==> src/rtl/fp32_pkg.sv <==
// Shared types, constants and operand classification for the sequenced FP32 multiplier.
package fp32_pkg;

  localparam int unsigned EXP_W    = 8;
  localparam int unsigned MANT_W   = 23;
  localparam int unsigned SIG_W    = MANT_W + 1;   // significand with hidden bit
  localparam int unsigned PROD_W   = 2 * SIG_W;    // full significand product
  localparam int unsigned EXPC_W   = 10;           // signed working exponent
  localparam int unsigned EXP_BIAS = 127;
  localparam int unsigned EXP_MAX  = 255;
  localparam logic [31:0] QNAN     = 32'h7FC0_0000;

  typedef enum logic [2:0] {
    IDLE,
    CHECK,
    MUL,
    NORM,
    DONE
  } state_e;

  typedef struct packed {
    logic              sign;
    logic [EXP_W-1:0]  exp;
    logic [MANT_W-1:0] mant;
  } fp32_t;

  function automatic logic is_nan(input fp32_t x);
    return (x.exp == EXP_W'(EXP_MAX)) && (x.mant != '0);
  endfunction

  function automatic logic is_inf(input fp32_t x);
    return (x.exp == EXP_W'(EXP_MAX)) && (x.mant == '0);
  endfunction

  // Denormals are flushed, so any zero exponent counts as zero.
  function automatic logic is_zero(input fp32_t x);
    return x.exp == '0;
  endfunction

endpackage

==> src/rtl/fp32_mul_iter.sv <==
// Iterative shift-add significand multiplier, BITS_PER_CYCLE multiplier bits per step.
// Ports: i_clk/i_rst clock and sync reset; i_start loads operands and clears the
// accumulator; i_step performs one iteration; o_prod is the accumulator;
// o_last_c is high while the final iteration is being performed.
module fp32_mul_iter
  import fp32_pkg::*;
#(
  parameter int unsigned BITS_PER_CYCLE = 1
) (
  input  logic              i_clk,
  input  logic              i_rst,
  input  logic              i_start,
  input  logic              i_step,
  input  logic [SIG_W-1:0]  i_mcand,
  input  logic [SIG_W-1:0]  i_mplier,
  output logic [PROD_W-1:0] o_prod,
  output logic              o_last_c
);

  localparam int unsigned ITERS = SIG_W / BITS_PER_CYCLE;
  localparam int unsigned CNT_W = (ITERS > 1) ? $clog2(ITERS) : 1;
  localparam int unsigned IDX_W = $clog2(SIG_W);

  logic [PROD_W-1:0] acc_q, acc_d;
  logic [PROD_W-1:0] mcand_q, mcand_d;
  logic [SIG_W-1:0]  mplier_q, mplier_d;
  logic [CNT_W-1:0]  cnt_q, cnt_d;
  logic [PROD_W-1:0] pp_c;

  // Sum of the partial products selected by the low multiplier bits.
  always_comb begin
    pp_c = '0;
    for (int unsigned j = 0; j < BITS_PER_CYCLE; j++) begin
      if (mplier_q[IDX_W'(j)]) pp_c = pp_c + (mcand_q << j);
    end
  end

  always_comb begin
    acc_d    = acc_q;
    mcand_d  = mcand_q;
    mplier_d = mplier_q;
    cnt_d    = cnt_q;
    if (i_start) begin
      acc_d    = '0;
      mcand_d  = PROD_W'(i_mcand);
      mplier_d = i_mplier;
      cnt_d    = '0;
    end else if (i_step) begin
      acc_d    = acc_q + pp_c;
      mcand_d  = mcand_q << BITS_PER_CYCLE;
      mplier_d = mplier_q >> BITS_PER_CYCLE;
      cnt_d    = cnt_q + CNT_W'(1);
    end
  end

  always_ff @(posedge i_clk) begin
    if (i_rst) begin
      acc_q    <= '0;
      mcand_q  <= '0;
      mplier_q <= '0;
      cnt_q    <= '0;
    end else begin
      acc_q    <= acc_d;
      mcand_q  <= mcand_d;
      mplier_q <= mplier_d;
      cnt_q    <= cnt_d;
    end
  end

  assign o_prod   = acc_q;
  assign o_last_c = (cnt_q == CNT_W'(ITERS - 1));

endmodule

==> src/rtl/fp32_mul_seq.sv <==
// Sequenced FP32 multiplier: captures an operand pair, short-circuits NaN/Inf/zero,
// otherwise runs an iterative significand multiply, normalises and rounds (RNE).
// Ports: i_clk/i_rst clock and sync active-high reset; i_valid/o_ready operand
// handshake with i_float_A/i_float_B; o_valid/i_ready result handshake with
// o_result and one-hot flags o_overflow/o_zero/o_NaN; o_busy while not idle.
// BITS_PER_CYCLE must divide 24 (1,2,3,4,6,8,12,24).
module fp32_mul_seq
  import fp32_pkg::*;
#(
  parameter int unsigned BITS_PER_CYCLE = 1
) (
  input  logic        i_clk,
  input  logic        i_rst,
  input  logic        i_valid,
  output logic        o_ready,
  input  logic [31:0] i_float_A,
  input  logic [31:0] i_float_B,
  output logic        o_valid,
  input  logic        i_ready,
  output logic [31:0] o_result,
  output logic        o_overflow,
  output logic        o_zero,
  output logic        o_NaN,
  output logic        o_busy
);

  state_e state_q, state_d;
  fp32_t  a_q, a_d, b_q, b_d;
  logic signed [EXPC_W-1:0] exp_q, exp_d;
  logic [31:0] result_q, result_d;
  logic valid_q, valid_d;
  logic ovf_q, ovf_d, zero_q, zero_d, nan_q, nan_d;
  logic busy_q, busy_d;

  logic              start_c, step_c, last_c;
  logic [PROD_W-1:0] prod;
  logic              sign_c;

  logic signed [EXPC_W-1:0] exp_n_c;
  logic [MANT_W-1:0]        mant_n_c;
  logic [SIG_W-1:0]         mant_rnd_c;
  logic                     guard_c, sticky_c;
  logic                     norm_ovf_c, norm_zero_c;
  logic [31:0]              norm_res_c;

  fp32_mul_iter #(.BITS_PER_CYCLE(BITS_PER_CYCLE)) u_iter (
    .i_clk    (i_clk),
    .i_rst    (i_rst),
    .i_start  (start_c),
    .i_step   (step_c),
    .i_mcand  ({1'b1, a_q.mant}),
    .i_mplier ({1'b1, b_q.mant}),
    .o_prod   (prod),
    .o_last_c (last_c)
  );

  assign sign_c = a_q.sign ^ b_q.sign;

  // Normalise the product, round to nearest even, then clamp the exponent range.
  always_comb begin
    exp_n_c  = exp_q;
    mant_n_c = prod[45:23];
    guard_c  = prod[22];
    sticky_c = |prod[21:0];
    if (prod[47]) begin
      exp_n_c  = exp_q + 10'sd1;
      mant_n_c = prod[46:24];
      guard_c  = prod[23];
      sticky_c = |prod[22:0];
    end
    mant_rnd_c = {1'b0, mant_n_c} + SIG_W'(guard_c & (sticky_c | mant_n_c[0]));
    if (mant_rnd_c[MANT_W]) begin
      exp_n_c  = exp_n_c + 10'sd1;
      mant_n_c = '0;
    end else begin
      mant_n_c = mant_rnd_c[MANT_W-1:0];
    end
    norm_ovf_c  = (exp_n_c >= $signed(EXPC_W'(EXP_MAX)));
    norm_zero_c = !norm_ovf_c && (exp_n_c <= $signed(EXPC_W'(0)));
    if (norm_ovf_c)       norm_res_c = {sign_c, 8'hFF, 23'b0};
    else if (norm_zero_c) norm_res_c = {sign_c, 31'b0};
    else                  norm_res_c = {sign_c, exp_n_c[EXP_W-1:0], mant_n_c};
  end

  // Next-state and datapath register updates.
  always_comb begin
    state_d  = state_q;
    a_d      = a_q;
    b_d      = b_q;
    exp_d    = exp_q;
    result_d = result_q;
    valid_d  = valid_q;
    ovf_d    = ovf_q;
    zero_d   = zero_q;
    nan_d    = nan_q;
    start_c  = 1'b0;
    step_c   = 1'b0;
    unique case (state_q)
      IDLE: begin
        if (i_valid) begin
          a_d     = i_float_A;
          b_d     = i_float_B;
          state_d = CHECK;
        end
      end
      CHECK: begin
        if (is_nan(a_q) || is_nan(b_q) ||
            (is_inf(a_q) && is_zero(b_q)) || (is_inf(b_q) && is_zero(a_q))) begin
          result_d = QNAN;
          nan_d    = 1'b1;
          valid_d  = 1'b1;
          state_d  = DONE;
        end else if (is_inf(a_q) || is_inf(b_q)) begin
          result_d = {sign_c, 8'hFF, 23'b0};
          ovf_d    = 1'b1;
          valid_d  = 1'b1;
          state_d  = DONE;
        end else if (is_zero(a_q) || is_zero(b_q)) begin
          result_d = {sign_c, 31'b0};
          zero_d   = 1'b1;
          valid_d  = 1'b1;
          state_d  = DONE;
        end else begin
          start_c = 1'b1;
          exp_d   = $signed(EXPC_W'(a_q.exp)) + $signed(EXPC_W'(b_q.exp))
                    - $signed(EXPC_W'(EXP_BIAS));
          state_d = MUL;
        end
      end
      MUL: begin
        step_c = 1'b1;
        if (last_c) state_d = NORM;
      end
      NORM: begin
        result_d = norm_res_c;
        ovf_d    = norm_ovf_c;
        zero_d   = norm_zero_c;
        valid_d  = 1'b1;
        state_d  = DONE;
      end
      DONE: begin
        if (i_ready) begin
          valid_d = 1'b0;
          ovf_d   = 1'b0;
          zero_d  = 1'b0;
          nan_d   = 1'b0;
          state_d = IDLE;
        end
      end
      default: state_d = IDLE;
    endcase
    busy_d = (state_d != IDLE);
  end

  always_ff @(posedge i_clk) begin
    if (i_rst) begin
      state_q  <= IDLE;
      a_q      <= '0;
      b_q      <= '0;
      exp_q    <= '0;
      result_q <= '0;
      valid_q  <= 1'b0;
      ovf_q    <= 1'b0;
      zero_q   <= 1'b0;
      nan_q    <= 1'b0;
      busy_q   <= 1'b0;
    end else begin
      state_q  <= state_d;
      a_q      <= a_d;
      b_q      <= b_d;
      exp_q    <= exp_d;
      result_q <= result_d;
      valid_q  <= valid_d;
      ovf_q    <= ovf_d;
      zero_q   <= zero_d;
      nan_q    <= nan_d;
      busy_q   <= busy_d;
    end
  end

  // Ready must drop while reset is held, even before the reset edge.
  assign o_ready    = (state_q == IDLE) && !i_rst;
  assign o_valid    = valid_q;
  assign o_result   = result_q;
  assign o_overflow = ovf_q;
  assign o_zero     = zero_q;
  assign o_NaN      = nan_q;
  assign o_busy     = busy_q;

endmodule

==> config.mk <==
export PLATFORM = sky130hd
export DESIGN_NAME = fp32_mul_seq
export DESIGN_NICKNAME = d
export VERILOG_FILES = /design/src/rtl/fp32_pkg.sv /design/src/rtl/fp32_mul_iter.sv /design/src/rtl/fp32_mul_seq.sv
export SDC_FILE = /design/constraint.sdc
export NUM_CORES = 1
export LEC_CHECK = 0
export BUFFER_PORTS_ARGS = -buffer_cell sky130_fd_sc_hd__buf_2
export CORE_UTILIZATION = 58
export CTS_BUF_LIST = sky130_fd_sc_hd__clkbuf_2
export DETAILED_ROUTE_END_ITERATION = 16
export GPL_TIMING_DRIVEN = 0
export PLACE_DENSITY = 0.8
export SLEW_MARGIN = 0
export SYNTH_ARGS = -nofsm -noshare
export SYNTH_HDL_FRONTEND = slang
export SYNTH_HIERARCHICAL = 1
export SYNTH_SLANG_ARGS = --single-unit
export TNS_END_PERCENT = 1
==> constraint.sdc <==
create_clock -name i_clk -period 8.8 [get_ports i_clk]
set_input_delay 1.32 -clock i_clk [delete_from_list [all_inputs] [get_ports i_clk]]
set_output_delay 1.32 -clock i_clk [all_outputs]
set_load 0.005 [all_outputs]
==> results of run 1 <==
==> stage by stage <==
stage,util [%],hold WS (ps)
5_1_grt,65.9,469
3_5_place_dp,63.6,438
6_report,65.9,447
4_1_cts,65.8,452
3_3_place_gp,63.6,433
2_1_floorplan,-,442
==> flip-flops by register name (all words and copies together), names as in the netlist <==
register / count
o_NaN: 1
u_iter/mcand_q: 48
u_iter/mplier_q: 24
u_iter/cnt_q: 5
o_zero: 1
o_busy: 1
u_iter/o_prod: 48
o_valid: 1
state_q: 3
a_q: 32
b_q: 32
exp_q: 10
o_overflow: 1
o_result: 32
==> worst max-delay path, delay by kind of cell, from the launching register on <==
| family | cells | cell delay (ps) |
|---|---|---|
| and+or+nand+nor | 5 | 1630 |
| buffers and inverters | 4 | 1600 |
| AOI/OAI and AO/OA | 3 | 680 |
| DFF | 1 | 500 |
| adders and majority gates | 1 | 250 |
| muxes | 1 | 140 |
==> cells in the final DEF, fill, tap and decap left out, drive strengths merged, types with 5 or more instances in the layout <==
cell type  synthesis  routed
nor3b              5       5
a211oi            16      16
o31ai              6       6
and3              10      10
buf               30     135
a21oi            191     191
nand3             30      30
inv               25      27
o21bai             8       8
or2                9       9
o21a              12      12
o22ai              7       7
or4                7       7
a31oi             11      11
nand3b             8       8
nor3              21      21
nand4             33      33
a21boi             6       6
nand2            222     222
xnor2             54      54
a21o              29      29
mux2i            118     118
nand2b            10      10
nand4b             5       5
ha                66      66
nor4              26      26
dfxtp            239     239
o21ai             77      77
clkinv             0      11
clkbuf            76     161
and2              56      56
o211ai             5       5
or3                7       7
mux2              10      10
o2111ai            5       5
nor2             239     239
xor2              45      45
nor2b             10      10
==> cell families (layout without fill, tap and decap cells) <==
| kind of cell | Yosys count | in the layout | share of synthesized area, % |
|---|---|---|---|
| AND/OR/NAND/NOR | 711 | 711 | 23.8 |
| AO/OA/AOI/OAI | 401 | 401 | 17.2 |
| flip-flops | 239 | 239 | 33.8 |
| buffers and inverters | 131 | 335 | 3.58 |
| multiplexers | 128 | 128 | 9.15 |
| XOR/XNOR | 100 | 100 | 6.34 |
| adder cells (fa/ha/maj) | 68 | 68 | 6.12 |
| other | 1 | 3 | 0.0265 |
==> worst min path at each step <==
stage | slack (ps) | depth (start not counted) | startpoint | end
final | 450 | 2 | o_result[10]$_SDFFE_PP0P_ | o_result[10]$_SDFFE_PP0P_
after global placement | 430 | 2 | o_result[6]$_SDFFE_PP0P_ | o_result[6]$_SDFFE_PP0P_
after detailed placement | 440 | 2 | o_result[10]$_SDFFE_PP0P_ | o_result[10]$_SDFFE_PP0P_
after floorplan | 440 | 2 | o_result[17]$_SDFFE_PP0P_ | o_result[17]$_SDFFE_PP0P_
after CTS | 450 | 2 | o_result[14]$_SDFFE_PP0P_ | o_result[14]$_SDFFE_PP0P_
after global routing | 470 | 2 | o_result[10]$_SDFFE_PP0P_ | o_result[10]$_SDFFE_PP0P_
==> report_power, final <==
part	leakage, nW	switching, mW	internal [mW]
sequential	1.94	0.0386	1.13
combinational	4.02	0.212	0.121
clock	0.405	0.449	0.291
==> area by class of cell <==
cell class / count / area share (%)
Tap cell: 319 / 2.56
Buffer: 106 / 2.65
Timing Repair Buffer: 105 / 3.37
Antenna cell: 1 / 0.0160
Clock buffer: 85 / 2.73
Multi-Input combinational cell: 1410 / 56.8
Inverter: 25 / 0.602
Clock inverter: 14 / 0.610
Sequential cell: 239 / 30.7
==> layer usage <==
| metal | up-vias | track usage [%] | routed length (microns) |
|---|---|---|---|
| li1 | 6616 | - | - |
| met1 | 6040 | 38.7 | 16600 |
| met2 | 454 | 50.3 | 17200 |
| met3 | 99 | 4.90 | 2440 |
| met4 | 0 | 11.7 | 1260 |
| met5 | - | 0 | 0 |
==> metrics.cfg, run 1 <==
[outcome]
outcome=completed

[yosys]
synthFlopType=dfxtp_1
yosysSeqAreaShare_pct=33.8
yosysTopAreaCellShare_pct=33.8
synth.largest_area_cell=dfxtp_1
syn_area_per_cell_sq_um=7.95
synthTopCellsByArea=dfxtp_1, mux2i_1, a21oi_1
synth_edf_count=0
async_flop_share_pct=0
synth-seq-cells=239
yosys-top-cells-count=dfxtp_1, nor2_1, nand2_1
synth.distinct_cells=85
synthesis.area_sq_um=14100
ys_warn_count=6
syn_inst=1779

[sta]
setup-violations-final=0
hold_viol_final=0
fin_crit_sh_pct=55.4
fin_setup_tns_ps=0
rsz0062_at_grt=false
layout_setup_ws_ps=3930
maxSlewViolCount=0
clock.fmax_ghz=0.205
post-route-min-period_ps=4870
fin_skew_ps=103
slew_headroom_pct=28.9
worstMarginPinSlew_ps=1070

[route]
firstDrtPassIters=5
drt_iter0_markers=909
drt_wl_total_mm=37.5
drtAntennaViolNets=0
vias_per_cell=5.73
routedWlPerCell_microns=16.3
route.vias.total=13200
drc=0

[worst_setup_path]
cp.required_ps=9540
critPathArrivalTime_ps=5620
max_stage_delay_ps=770
critical_path.slowest_cell=nor4_1
endpoint=o_result[22]$_SDFFE_PP0P_
reg2reg_depth=14
r2r_start=u_iter/o_prod[47]$_SDFFE_PP0P_
cp-start-kind=flip-flop
r2r_end=o_result[22]$_SDFFE_PP0P_
cp-end-kind=flip-flop
worstSetupPathType=reg2reg
r2r_setup_slack_ps=3930
cp_cell_sequence=buf_4, buf_2, buf_1, clkbuf_1, mux2i_1, nor2b_1, ha_1, nand4bb_1, nor4_1, nor2b_1, a21oi_1, a211oi_1, nand3_1, a211oi_1
crit_fanout=10
cp-startpoint=u_iter/o_prod[47]$_SDFFE_PP0P_

[cts]
cts_root_buf=clkbuf_2
holdBufCountCts=0
clk_latency_ps=910
ctsLongestPathBuffers=3
cts_tree=yes
h-tree-depth=2
clock-sinks=239
ctsResizeCount=0
cts_buffers=58
cts.clk_slew.worst_paths_ps=100
postCtsSetupBuffers=0

[global_routing]
grt_pass1_vias=12500
antenna_found_initial=1
grt_pass1_wl_mm=60.4
grt_max_degree=18
gr-total-overflow=0
track_usage_pct=30.1

[power_and_ir_drop]
p_leak_nw=6.37
peakVddDrop_mv=0.122
cellPowerDensity_nw_per_um2=143
p_total_mw=2.24

[floorplanning]
die_w_microns=158
core_sq_um=23700
start_util_pct=59.7
io_pins=106
dieHeight_microns=158
die-area_sq_um=25000
num_rows=56

[finish]
seq_area_sq_um=4780
final_area_sq_um=15600
drive_gt1_share_pct=12.4
fill_cells=2147
fin_nets=2081
fin_cells=2304
multi_input_area_sq_um=8860
syn2layout_area_growth_pct=10.3

[worst_hold_path]
hp-class=reg2reg

[run]
cap_violations=0

[place]
dp_worst_setup_slack_ps=4030
dp_cells=2204
numPortBuffers=105
gp_congestion=0.946
dpl_cell_area_sq_um=15100
dpl.hpwl_mm=28.5

No activity file was read; power rests on OpenSTA's default activity.
==> run 2, diff against run 1 <==
clock period = 4.5 ns   (was 8.8 ns; I/O delays follow)
==> metrics.cfg, run 2 (synthesized netlist as in run 1, its figures left out) <==
[cts]
h-tree-depth=2  ; unchanged
cts_root_buf=clkbuf_2
cts_buffers=58  ; unchanged
clk_latency_ps=890  ; -20 ps
clock-sinks=239  ; unchanged
ctsLongestPathBuffers=3  ; unchanged
cts.clk_slew.worst_paths_ps=120  ; +20 ps
cts_tree=yes
postCtsSetupBuffers=0  ; unchanged

[finish]
multi_input_area_sq_um=8870  ; +0.17%
fin_cells=2352  ; +2.1%
fill_cells=2030  ; -5.4%
utilization_pct=68.0  ; +2.1 points
final_cell_mix=nor2_1, dfxtp_1, nand2_1, a21oi_1, mux2i_1
drive_gt1_share_pct=12.4  ; -0.097 points
syn2layout_area_growth_pct=13.9
seq_area_sq_um=4780  ; unchanged
fin_nets=2129  ; +2.3%

[worst_setup_path]
cp.required_ps=5250  ; -4290 ps
r2r_end=o_result[22]$_SDFFE_PP0P_
cp-end-kind=flip-flop
r2r_start=u_iter/o_prod[47]$_SDFFE_PP0P_
reg2reg_depth=14  ; unchanged
critPathArrivalTime_ps=4860  ; -760 ps
crit_fanout=19  ; +9
worstSetupPathType=reg2reg
r2r_setup_slack_ps=390  ; -3540 ps
cp-start-kind=flip-flop

[worst_hold_path]
hp-class=in2reg
min-delay-start=i_float_B[10]
hold_path_end=b_q[10]$_SDFFE_PP0P_
hold_path_depth=3  ; +1

[global_routing]
grt_max_degree=20  ; +2
track_usage_pct=31.4  ; +1.2 points
grt_pass1_wl_mm=62.9  ; +4.1%
grt_pass1_vias=13000  ; +3.7%
antenna_found_initial=1  ; unchanged
gr-total-overflow=0  ; unchanged

[route]
routedWlPerCell_microns=16.7  ; +2.4%
drtAntennaViolNets=0  ; unchanged
vias_per_cell=5.76  ; +0.45%
drc=0  ; unchanged
drt_iter0_markers=963  ; +5.9%
firstDrtPassIters=5  ; unchanged
drt_wl_total_mm=39.2  ; +4.5%
route.vias.total=13500  ; +2.5%

[sta]
rsz0062_at_grt=false
setup-violations-final=0  ; unchanged
worstMarginPinSlew_ps=1070  ; +7.81 ps
slew_headroom_pct=28.3  ; -0.52 points
hold_viol_final=0  ; unchanged
post-route-min-period_ps=4110  ; -761 ps
maxSlewViolCount=0  ; unchanged
clock.fmax_ghz=0.243  ; +18%
fin_skew_ps=85.6  ; -17.8 ps
fin_crit_sh_pct=91.4  ; +36 points

[floorplanning]
num_rows=56  ; unchanged
io_pins=106  ; unchanged
die-area_sq_um=25000  ; unchanged
die_w_microns=158  ; unchanged
start_util_pct=59.7  ; unchanged
core_sq_um=23700  ; unchanged
dieHeight_microns=158  ; unchanged

[place]
gp_congestion=0.946  ; unchanged
numPortBuffers=105  ; unchanged
dpl.hpwl_mm=28.5  ; unchanged
dp_cells=2204  ; unchanged

[power_and_ir_drop]
peakVddDrop_mv=0.249  ; +100%
cellPowerDensity_nw_per_um2=275  ; +92%
p_leak_nw=6.60  ; +3.6%

[run]
cap_violations=0  ; unchanged

[outcome]
outcome=completed

==> run 2: cell types whose count changed in the layout (fill, tap and decap cells not counted), sizes merged <==
| cell | previous run | this run |
|---|---|---|
| clkbuf | 161 | 162 |
| buf | 135 | 133 |
| dlygate4sd3 | 0 | 49 |
==> run 2: what timing repair did <==
action                     4_1_cts  5_1_grt
gates resized for setup          2        6
setup endpoints to repair       30        3
hold endpoints to repair        47        2
hold buffers                    47        2
==> run 2: how the worst max path moves through the flow <==
stage	from	end	slack [ps]	cells past startpoint
floorplan	u_iter/o_prod[47]$_SDFFE_PP0P_	o_result[12]$_SDFFE_PP0P_	840	14
global placement	u_iter/o_prod[47]$_SDFFE_PP0P_	o_result[22]$_SDFFE_PP0P_	-290	14
detailed placement	u_iter/o_prod[47]$_SDFFE_PP0P_	o_result[22]$_SDFFE_PP0P_	-270	14
CTS	u_iter/o_prod[47]$_SDFFE_PP0P_	o_result[22]$_SDFFE_PP0P_	70	14
global route	u_iter/mplier_q[0]$_SDFFE_PP0P_	u_iter/o_prod[46]$_SDFFE_PP0P_	110	15
finish	u_iter/o_prod[47]$_SDFFE_PP0P_	o_result[22]$_SDFFE_PP0P_	390	14
==> run 2: worst max-delay path, cell delays in order (launching register included) <==
cell	delay [ps]
dfxtp_1	510
buf_4	250
buf_2	250
clkbuf_4	380
clkbuf_2	310
mux2i_1	110
nor2b_1	130
ha_1	250
nand4bb_1	330
nor4_4	400
nor2b_1	230
a21oi_1	90
a211oi_1	360
nand3_1	180
a211oi_1	240
==> run 2: stage by stage <==
step	hold slack, ps	instance area, sq um	worst slack [ps]	power (mW)	setup TNS, ps
2_1_floorplan	442	14100	845	2.75	0
3_3_place_gp	433	15100	-285	2.95	-4860
3_5_place_dp	438	15100	-268	2.96	-5140
4_1_cts	0.576	16100	73.3	4.43	0
5_1_grt	0.499	16100	114	4.65	0
6_report	66.3	16100	386	4.43	0
==> run 2: final cells by class <==
| class | count | area share, % |
|---|---|---|
| clock inverter | 14 | 0.590 |
| timing repair buffer | 154 | 6.31 |
| inverter | 25 | 0.583 |
| antenna | 1 | 0.0155 |
| clock buffer | 85 | 2.64 |
| tap | 319 | 2.48 |
| multi-input combinational | 1410 | 55.1 |
| buffer | 105 | 2.58 |
| sequential | 239 | 29.7 |
==> run 2: where the power goes <==
group | switching, mW | internal (mW)
sequential | 0.0769 | 2.20
clock | 0.887 | 0.568
combinational | 0.431 | 0.265
total | 1.39 | 3.04
==> run 2: metal layers <==
layer  part of all wire [%]  track usage [%]  vias to the layer above
li1                       -                -                     6712
met1                     45             39.6                     6292
met2                     47             53.7                      451
met3                    5.2             4.74                       90
met4                    2.9             11.8                        0
met5                      0                0                        -
==> run 3, diff against run 2 <==
--- a/config.mk
+++ b/config.mk
@@ -12,4 +12,5 @@
 export GPL_TIMING_DRIVEN = 0
 export PLACE_DENSITY = 0.8
+export SKIP_LAST_GASP = 1
 export SLEW_MARGIN = 0
 export SYNTH_ARGS = -nofsm -noshare
==> constraint.sdc (replaced) <==
create_clock -name i_clk -period 4.5 [get_ports i_clk]
set_input_delay 0.225 -clock i_clk [delete_from_list [all_inputs] [get_ports i_clk]]
set_output_delay 0.225 -clock i_clk [all_outputs]
set_load 0.005 [all_outputs]
==> metrics.cfg, run 3 (synthesized netlist as in run 1, its figures left out) <==
[floorplanning]
die_w_microns=158  ; unchanged
core_sq_um=23700  ; unchanged
io_pins=106  ; unchanged
dieHeight_microns=158  ; unchanged
start_util_pct=59.7  ; unchanged
die-area_sq_um=25000  ; unchanged
num_rows=56  ; unchanged

[worst_hold_path]
hp-class=in2reg

[worst_setup_path]
crit_fanout=19  ; unchanged
cp-start-kind=flip-flop
r2r_end=o_result[22]$_SDFFE_PP0P_
reg2reg_depth=14  ; unchanged
endpoint=o_result[22]$_SDFFE_PP0P_
worstSetupPathType=reg2reg
cp-end-kind=flip-flop
r2r_start=u_iter/o_prod[47]$_SDFFE_PP0P_
cp-startpoint=u_iter/o_prod[47]$_SDFFE_PP0P_
cp.required_ps=5250  ; about the same
r2r_setup_slack_ps=250  ; -140 ps
critPathArrivalTime_ps=5000  ; +140 ps

[sta]
layout_setup_ws_ps=247  ; -139 ps
worstMarginPinSlew_ps=1090  ; +20.1 ps
slew_headroom_pct=27.0  ; -1.3 points
rsz0062_at_grt=true
setup-violations-final=0  ; unchanged
fin_skew_ps=108  ; +22.2 ps
clock.fmax_ghz=0.235  ; -3.3%
maxSlewViolCount=0  ; unchanged
fin_crit_sh_pct=94.5  ; +3.1 points
post-route-min-period_ps=4250  ; +139 ps
fin_setup_tns_ps=0  ; unchanged
hold_viol_final=0  ; unchanged

[route]
vias_per_cell=5.82  ; +0.99%
drc=0  ; unchanged
drt_wl_total_mm=41.0  ; +4.6%
routedWlPerCell_microns=17.2  ; +3.6%
drt_iter0_markers=1103  ; +15%
firstDrtPassIters=5  ; unchanged
drtAntennaViolNets=0  ; unchanged
route.vias.total=13800  ; +2.0%

[cts]
cts.clk_slew.worst_paths_ps=100  ; -20 ps
cts_tree=yes
clock-sinks=239  ; unchanged
clk_latency_ps=920  ; +30 ps
postCtsSetupBuffers=0  ; unchanged
cts_buffers=58  ; unchanged
cts_root_buf=clkbuf_2
ctsLongestPathBuffers=3  ; unchanged
h-tree-depth=2  ; unchanged

[finish]
utilization_pct=69.0  ; +0.97 points
fin_nets=2152  ; +1.1%
drive_gt1_share_pct=12.2  ; -0.14 points
final_cell_mix=nor2_1, dfxtp_1, nand2_1, a21oi_1, mux2i_1
fill_cells=1986  ; -2.2%
syn2layout_area_growth_pct=15.5

[power_and_ir_drop]
cellPowerDensity_nw_per_um2=274  ; -0.40%
p_leak_nw=6.71  ; +1.6%
p_total_mw=4.48  ; +1.0%
peakVddDrop_mv=0.251  ; +0.95%

[place]
numPortBuffers=105  ; unchanged
gp_congestion=0.946  ; unchanged
dp_worst_setup_slack_ps=-268  ; unchanged
dpl.hpwl_mm=28.5  ; unchanged

[global_routing]
track_usage_pct=32.7  ; +1.3 points
gr-total-overflow=0  ; unchanged
antenna_found_initial=1  ; unchanged
grt_max_degree=20  ; unchanged
grt_pass1_wl_mm=65.2  ; +3.6%
grt_pass1_vias=13300  ; +2.8%

[run]
cap_violations=0  ; unchanged

[outcome]
outcome=completed

run 3: what timing repair did:
action,in CTS,in global routing
endpoints found under the hold margin,109,0
hold buffers,72,0
endpoints found under the setup margin,30,3
resized for setup,2,5
run 3: worst min path at each step:
stage,start,end,cells past startpoint
final,i_float_A[2],a_q[2]$_SDFFE_PP0P_,4
after global routing,i_float_A[2],a_q[2]$_SDFFE_PP0P_,4
after CTS,i_float_A[5],a_q[5]$_SDFFE_PP0P_,4
after detailed placement,o_result[10]$_SDFFE_PP0P_,o_result[10]$_SDFFE_PP0P_,2
after global placement,o_result[6]$_SDFFE_PP0P_,o_result[6]$_SDFFE_PP0P_,2
after floorplan,i_float_A[0],a_q[0]$_SDFFE_PP0P_,2
run 3: power by group:
part           switching, mW  internal (mW)  leakage (nW)
sequential            0.0789           2.20          1.94
combinational          0.446          0.280          4.36
clock                  0.899          0.569         0.405
run 3: layer usage:
layer / wire length [microns] / GRT usage [%] / vias to the layer above
li1: - / - / 6748
met1: 17600 / 40.2 / 6396
met2: 19500 / 56.5 / 532
met3: 2390 / 5.04 / 142
met4: 1530 / 13.6 / 0
met5: 0 / 0 / -
run 3: critical path, cell delays in order (launching register included):
cell and delay [ps]:
dfxtp_1 510, buf_4 250, buf_2 250, buf_2 480
clkbuf_2 340, mux2i_1 110, nor2b_1 130, ha_1 250
nand4bb_1 330, nor4_4 400, nor2b_1 230, a21oi_1 90
a211oi_1 360, nand3_1 190, a211oi_1 240
run 3: cell type report:
class | instances | area (sq um) | area share [%]
buffer | 105 | 413 | 2.53
multi-input combinational | 1410 | 8870 | 54.3
inverter | 25 | 93.8 | 0.574
tap | 319 | 399 | 2.44
antenna | 2 | 5.00 | 0.0306
clock inverter | 14 | 95.1 | 0.582
clock buffer | 85 | 425 | 2.60
timing repair buffer | 177 | 1250 | 7.63
sequential | 239 | 4780 | 29.3
run 3: per-stage QoR:
step           cells  cell area, sq um  hold slack [ps]
3_3_place_gp    2204             15100              433
4_1_cts         2374             16300             50.1
6_report        2376             16300              113
5_1_grt         2376             16300             86.5
3_5_place_dp    2204             15100              438
2_1_floorplan   1780             14100              361
